<file path="src/rtl/gpio_reg_file.sv">
// rtl/gpio_reg_file.sv - GPIO command responder for the micro; RF_GPO_SYNC_EN adds a 2-flop input synchronizer
module gpio_reg_file #(
    parameter int NB_GPIOS        = 32,
    parameter int NB_LEDS         = 4,
    parameter int NB_ADDR_RAM_LOG = 15,
    parameter int NB_DATA_RAM_LOG = 32
) (
    input  logic                       clock,
    input  logic                       i_reset,
    input  logic [NB_GPIOS-1:0]        i_gpo_data,
    output logic [NB_GPIOS-1:0]        o_gpi_data,
    output logic                       o_soft_reset,
    output logic [3:0]                 o_enables,
    output logic [NB_LEDS-1:0]         o_leds,
    output logic                       o_log_run,
    input  logic                       i_log_full,
    output logic [NB_ADDR_RAM_LOG-1:0] o_log_read_addr,
    input  logic [NB_DATA_RAM_LOG-1:0] i_log_read_data
);

    localparam logic [7:0] CMD_NOP           = 8'h00;
    localparam logic [7:0] CMD_SOFT_RESET    = 8'h01;
    localparam logic [7:0] CMD_SET_ENABLES   = 8'h02;
    localparam logic [7:0] CMD_SET_LEDS      = 8'h03;
    localparam logic [7:0] CMD_LOG_RUN       = 8'h04;
    localparam logic [7:0] CMD_READ_STATUS   = 8'h05;
    localparam logic [7:0] CMD_SET_READ_ADDR = 8'h06;
    localparam logic [7:0] CMD_READ_LOG_LO   = 8'h07;
    localparam logic [7:0] CMD_READ_LOG_HI   = 8'h08;

    localparam logic [4:0]  SOFT_RESET_CYCLES = 5'd16;
    localparam logic [23:0] RESP_BAD_CMD      = 24'hEEEEEE;
    // Reset image of the sampled word: strobe looks high so a strobe held
    // through reset release never produces an edge.
    localparam logic [NB_GPIOS-1:0] STROBE_MASK = NB_GPIOS'(32'h0080_0000);

    typedef enum logic [1:0] {
        ST_IDLE,
        ST_EXEC,
        ST_WAIT,
        ST_DONE
    } state_t;

    state_t                       state_q;
    state_t                       state_d;
    logic [NB_GPIOS-1:0]          gpo_smp;
    logic                         strobe;
    logic                         strobe_prev;
    logic                         strobe_edge;
    logic [7:0]                   cmd_q;
    logic [22:0]                  payload_q;
    logic                         ack_q;
    logic [23:0]                  resp_q;
    logic [3:0]                   enables_q;
    logic [NB_LEDS-1:0]           leds_q;
    logic                         log_run_q;
    logic [NB_ADDR_RAM_LOG-1:0]   read_addr_q;
    logic [4:0]                   soft_cnt_q;
    logic [23:0]                  status_word;
    logic [31:0]                  log_data_ext;
    logic                         cmd_is_read;
    logic                         unused_payload;

`ifdef RF_GPO_SYNC_EN
    logic [NB_GPIOS-1:0] gpo_meta;
    logic [NB_GPIOS-1:0] gpo_sync;

    // Two-flop synchronizer for a micro clock asynchronous to clock.
    always_ff @(posedge clock) begin
        if (i_reset) begin
            gpo_meta <= STROBE_MASK;
            gpo_sync <= STROBE_MASK;
        end else begin
            gpo_meta <= i_gpo_data;
            gpo_sync <= gpo_meta;
        end
    end

    assign gpo_smp = gpo_sync;
`else
    assign gpo_smp = i_gpo_data;
`endif

    assign strobe         = gpo_smp[23];
    assign strobe_edge    = strobe & ~strobe_prev;
    assign cmd_is_read    = (cmd_q == CMD_READ_LOG_LO) || (cmd_q == CMD_READ_LOG_HI);
    assign unused_payload = ^payload_q;

    // Status word and RAM data zero-extended to fixed response widths.
    always_comb begin
        status_word = '0;
        status_word[NB_LEDS+4:0] = {i_log_full, enables_q, leds_q};
        log_data_ext = '0;
        log_data_ext[NB_DATA_RAM_LOG-1:0] = i_log_read_data;
    end

    // Command FSM state register.
    always_ff @(posedge clock) begin
        if (i_reset) begin
            state_q <= ST_IDLE;
        end else begin
            state_q <= state_d;
        end
    end

    // Next-state logic; DONE waits for the registered strobe to read low.
    always_comb begin
        state_d = state_q;
        case (state_q)
            ST_IDLE: if (strobe_edge) state_d = ST_EXEC;
            ST_EXEC: state_d = cmd_is_read ? ST_WAIT : ST_DONE;
            ST_WAIT: state_d = ST_DONE;
            ST_DONE: if (!strobe_prev) state_d = ST_IDLE;
            default: state_d = ST_IDLE;
        endcase
    end

    // Command latch, execution, response and ack handshake.
    always_ff @(posedge clock) begin
        if (i_reset) begin
            strobe_prev <= 1'b1;
            cmd_q       <= '0;
            payload_q   <= '0;
            ack_q       <= 1'b0;
            resp_q      <= '0;
            enables_q   <= '0;
            leds_q      <= '0;
            log_run_q   <= 1'b0;
            read_addr_q <= '0;
            soft_cnt_q  <= '0;
        end else begin
            strobe_prev <= strobe;
            log_run_q   <= 1'b0;
            if (soft_cnt_q != 5'd0) begin
                soft_cnt_q <= soft_cnt_q - 5'd1;
            end
            case (state_q)
                ST_IDLE: begin
                    if (strobe_edge) begin
                        cmd_q     <= gpo_smp[31:24];
                        payload_q <= gpo_smp[22:0];
                    end
                end
                ST_EXEC: begin
                    if (!cmd_is_read) begin
                        ack_q <= 1'b1;
                    end
                    case (cmd_q)
                        CMD_NOP:           ;
                        CMD_SOFT_RESET:    soft_cnt_q  <= SOFT_RESET_CYCLES;
                        CMD_SET_ENABLES:   enables_q   <= payload_q[3:0];
                        CMD_SET_LEDS:      leds_q      <= payload_q[NB_LEDS-1:0];
                        CMD_LOG_RUN:       log_run_q   <= 1'b1;
                        CMD_READ_STATUS:   resp_q      <= status_word;
                        CMD_SET_READ_ADDR: read_addr_q <= payload_q[NB_ADDR_RAM_LOG-1:0];
                        CMD_READ_LOG_LO,
                        CMD_READ_LOG_HI:   ;
                        default:           resp_q      <= RESP_BAD_CMD;
                    endcase
                end
                ST_WAIT: begin
                    ack_q <= 1'b1;
                    if (cmd_q == CMD_READ_LOG_HI) begin
                        resp_q <= {8'h00, log_data_ext[31:16]};
                    end else begin
                        resp_q <= {8'h00, log_data_ext[15:0]};
                    end
                end
                ST_DONE: begin
                    if (!strobe_prev) begin
                        ack_q <= 1'b0;
                    end
                end
                default: ;
            endcase
        end
    end

    assign o_gpi_data      = {ack_q, 7'd0, resp_q};
    assign o_soft_reset    = (soft_cnt_q != 5'd0);
    assign o_enables       = enables_q;
    assign o_leds          = leds_q;
    assign o_log_run       = log_run_q;
    assign o_log_read_addr = read_addr_q;

endmodule

</file>
<file path="config.mk">
export PLATFORM = sky130hd
export DESIGN_NAME = gpio_reg_file
export DESIGN_NICKNAME = d
export VERILOG_FILES = /design/src/rtl/gpio_reg_file.sv
export SDC_FILE = /design/constraint.sdc
export NUM_CORES = 1
export LEC_CHECK = 0
export CAP_MARGIN = 10
export CORE_MARGIN = 2
export CORE_UTILIZATION = 44
export DETAILED_ROUTE_END_ITERATION = 7
export PLACE_DENSITY_LB_ADDON = 0.05
export SLEW_MARGIN = 20
export SYNTH_ARGS = -nofsm -noshare
export SYNTH_HDL_FRONTEND = slang
export SYNTH_SLANG_ARGS = --single-unit
export TNS_END_PERCENT = 100
</file>
<file path="constraint.sdc">
create_clock -name clock -period 2.27 [get_ports clock]
set_input_delay 0.227 -clock clock [delete_from_list [all_inputs] [get_ports clock]]
set_output_delay 0.227 -clock clock [all_outputs]
set_load 0.1 [all_outputs]
</file>
[Word level (Yosys, flattened, before mapping)]
Index checks and enable logic that the tools add are counted.
Operators by class
  shifts and indexed selects: 0
  bitwise operators: 3
  add/subtract/negate cells: 1
  reduce and logical (&&, ||, !) cells: 15
  multiplexer cells: 14
  equality and inequality tests: 15
  magnitude comparators: 0
  divide/modulo/power cells: 0
  $mul: 0
Operators with widths (number)
  $pmux 24 s2: 2
  $eq 8x3->1 const B: 4
  $eq 8x2->1 const B: 2
  $mux 16: 1
  $mux 5: 3
  $reduce_and 2->1: 6
  $eq 8x1->1 const B: 1
  $eq 8x4->1 const B: 1
  $logic_not 8->1: 1
  $ne 2x2->1 const B: 4
  $pmux 2 s4: 1
  $reduce_or 8->1: 1
  $reduce_bool 5->1: 1
  $sub 5x1->5 const B: 1
  $eq 2x2->1 const B: 2
  $mux 1: 4
  $mux 2: 2
  $pmux 1 s3: 1
  $reduce_and 3->1: 1
  $reduce_bool 3->1: 1
  $eq 2x1->1 const B: 1
  $logic_not 2->1: 1
  $not 1->1: 2
  $reduce_bool 2->1: 1
  3 further kinds: 3
Storage, ports and cells
  logic and storage cells: 59
  RAM bits: 0
  bits of input ports: 67
  latch bits: 0
  output and inout port bits: 57
  memories kept: 0
  register bits: 80
  bits in read-only memories: 0

[Depth between registers and ports, before layout]
  depth after elaboration: 4
  mapped depth: 8
  depth with buffers taken out: 7

[Worst setup path after synthesis]
OpenSTA, ideal clock, no wires.
  path kind: reg2reg
  from: register soft_cnt_q[0]
  to: register soft_cnt_q[0]
  slack: 0.211 ns
  path buffers: 1
  stages on the path, launching flop included: 8
  clock period less this slack: 2.059 ns
  arrival: 1.944 ns
  setup time: 0.115 ns
  required time: 2.155 ns
  path through: dfxtp_1 -> inv_1 -> ha_1 -> nand2_1 -> or2_2 -> clkbuf_1 -> xnor2_1 -> and2_1
Between the ends
  cells in the longest elaborated chain, start to end: 4
  elaborated cells on any way between the ends: 5
  classes of those cells: add/sub (1); mux (3); reduce/logical (1)
RTL lines
  start, declared: RTL line 58  | logic [4:0] soft_cnt_q;
  start signal, assigned: RTL line 135  | soft_cnt_q <= soft_cnt_q - 5'd1;
  $reduce_bool 5->1 *
  net o_soft_reset: RTL line 12  | output logic o_soft_reset,
  $mux 5 *: RTL line 134  | if (soft_cnt_q != 5'd0) begin
  $mux 5: RTL line 148  | case (cmd_q)
  $mux 5 *: RTL line 137  | case (state_q)
The timed path passes the listed nets; every way through them passes the cells marked *.
A chain may end at the register's enable or synchronous reset.

[Worst setup path after layout]
  from: register cmd_q[4]
  to: register read_addr_q[10] (netlist: o_log_read_addr[10])
Between the ends
  cells in the longest elaborated chain, start to end: 2
RTL lines
  start, declared: RTL line 50  | logic [7:0] cmd_q;
  start signal, assigned: RTL line 140  | cmd_q <= gpo_smp[31:24];
  $eq 8x3->1: RTL line 148
  $reduce_and 2->1 (no line)
  end signal, assigned: RTL line 155  | CMD_SET_READ_ADDR: read_addr_q <= payload_q[NB_ADDR_RAM_LOG-1:0];
  end, declared: RTL line 57  | logic [NB_ADDR_RAM_LOG-1:0] read_addr_q;
Every way passes these cells.

==> results.cfg <==
[layout]
layout-drive-gt1-share_pct = 18.4
final_common_cell = nand2_1
synthToLayoutAreaGrowth_pct = 35.3
final_cell_mix = 84 x nand2_1, 73 x dfxtp_1, 60 x buf_4
diodes = 0
fin_nets = 558
fill_cells = 678

[detailed_routing]
drcViolationCount = 0
viasPerCell = 5.00
drtIter0Drc = 135
routed_wl_mm = 7.62
wl_per_cell_um = 12.9
antenna_left = 0
num_vias = 2946
drtPass1Iterations = 7

[setup_path]
critical_path.top_delay_family = simple AND/OR/NAND/NOR gates
reg2reg_from = cmd_q[4]
crit_start = cmd_q[4]
crit_chain = nor4_4 > nand3_2 > or3_1 > nand2_1 > a21oi_1
critPathMaxStageDelay_ns = 0.59
start_kind = register
cp-end-kind = register
worst-path-buf-inv = 0
critPathMaxFanout = 15
critical_path.slowest_cell = or3_1
crit_required_ns = 2.49
cp.arrival_ns = 2.16
critPathKind = register to register

[yosys]
synth_area_per_cell_um2 = 8.39
ys_types = 44
yosysSeqAreaShare_pct = 44.7
async_flop_share_pct = 0
synth_area_um2 = 3270
yosys_most_used_dff = dfxtp_1
synth_edf_count = 0
synth-seq-cells = 73
synth_warnings = 0
syn_inst = 390

[clocking]
cts.sinks = 73
clk_latency_ns = 0.35
cts_max_level = 3
clock-root-buffer = clkbuf_8
clkTransAtPathRegs_ns = 0.08
cts_made_buffers = 9
cts_tree = yes
cts_hold_buffers = 0
cts.path.max_buffers = 2
post-cts-setup-buffer-count = 0
ctsResizeCount = 0

[power]
p_per_area_nw_per_um2 = 1100
p_leak_nw = 1.77
ir_drop_mv = 0.677

[timing]
finalCritPeriodShare_pct = 85.3
fin_skew_ns = 0.00931
maxSlewViolCount = 0
final_hold_viol_count = 0
tightest_slew_ns = 0.540
rsz0062_at_grt = false
fin_tns_setup_ns = 0
final.setup.worst_slack_ns = 0.333
fmax_mhz = 516
setup_viol = 0
layout_min_cycle_time_ns = 1.94
relSlewSlack_pct = 64.0

[place]
gp_congestion = 0.773
hpwl_mm = 5.61
place_ws_ns = 0.335
io_buffers = 106

[global_routing]
track_usage_pct = 19.1
grt_pass1_wl_mm = 12.6
antenna_found_initial = 0
grt_max_degree = 42
overflow = 0
grt_pass1_vias = 2731

[status]
status = finished, final reports clean

[hold_path]
hold_path.class = primary input to register
min_from = i_reset

[die]
dieWidth_um = 90.2
die_area_um2 = 8140
start_util_pct = 45.3
fp.coreArea_um2 = 7210
io_pins = 124
rows = 31
fp.dieH_um = 90.2

[run]
cap_violations = 0
## kinds of logic (layout without fill, tap and decap cells)
family          after synthesis  after routing  synth area share [%]
buf+inv                      48            140                  8.15
compound gates               92             92                  16.5
flops                        73             73                  44.7
other cells                   1              9                 0.115
xor+xnor                      3              3                 0.804
simple gates                149            149                  21.8
fa+ha+maj                     6              6                  2.30
mux                          18             18                  5.66
## area by class of cell
type | instances | area [µm²] | share of cell area [%]
clock buffer | 10 | 128 | 2.88
clock inverter | 6 | 91.3 | 2.06
inverter | 6 | 22.5 | 0.509
multi-input combinational | 277 | 1570 | 35.5
sequential | 73 | 1460 | 33.0
tap | 99 | 124 | 2.80
timing repair buffer | 118 | 1030 | 23.2
## routing by layer
| metal | GRT usage (%) | vias to the layer above | wire (µm) |
|---|---|---|---|
| met5 | 0 | - | 0 |
| met2 | 31.7 | 86 | 3710 |
| met4 | 6.54 | 0 | 121 |
| met3 | 5.11 | 12 | 363 |
| met1 | 23.9 | 1361 | 3430 |
| li1 | - | 1487 | - |
## final timing paths
| check | to | slack, ns | cells past startpoint |
|---|---|---|---|
| setup / recovery | o_log_read_addr[10] | 0.33 | 5 |
| hold / removal | o_log_read_addr[5] | 0.25 | 2 |
| setup reg to reg | o_log_read_addr[10] | 0.33 | 5 |
| hold reg to reg | soft_cnt_q[4] | 0.45 | 2 |
## synthesized netlist by cell type (all sizes together) (7+ instances only)
master	count	area share [%]
a21oi	53	8.2
buf	25	5.5
clkbuf	17	2.0
dfxtp	73	45
mux2i	14	4.3
nand2	84	9.6
nand2b	10	1.9
nand3b	7	1.6
nor2	26	3.0
o21ai	13	2.0
## flip-flops by register name, indices dropped and copies added (netlist names), 2 cells and up
name / count
payload_q: 15
o_enables: 4
o_log_read_addr: 15
o_leds: 4
soft_cnt_q: 5
state_q: 2
resp_q: 17
cmd_q: 8
## report_power, final
group          leakage (nW)  internal (W)  switching [W]
Combinational          1.08      0.000583        0.00161
Clock                0.0991      0.000622       0.000493
Sequential            0.594       0.00147       0.000118
Total                  1.77       0.00267        0.00222
## per-stage QoR
stage               hold WS [ns]  area (µm²)  total power [W]  utilization [%]  cells
CTS                        0.241        4430          0.00493             61.3    589
global placement           0.437        4210          0.00378             58.3    573
finish                     0.254        4430          0.00489             61.3    589
detailed placement         0.445        4210          0.00382             58.3    573
global route               0.261        4430          0.00514             61.3    589
floorplan                  0.334        3300          0.00337                -    398
No activity file was read; power rests on OpenSTA's default activity.
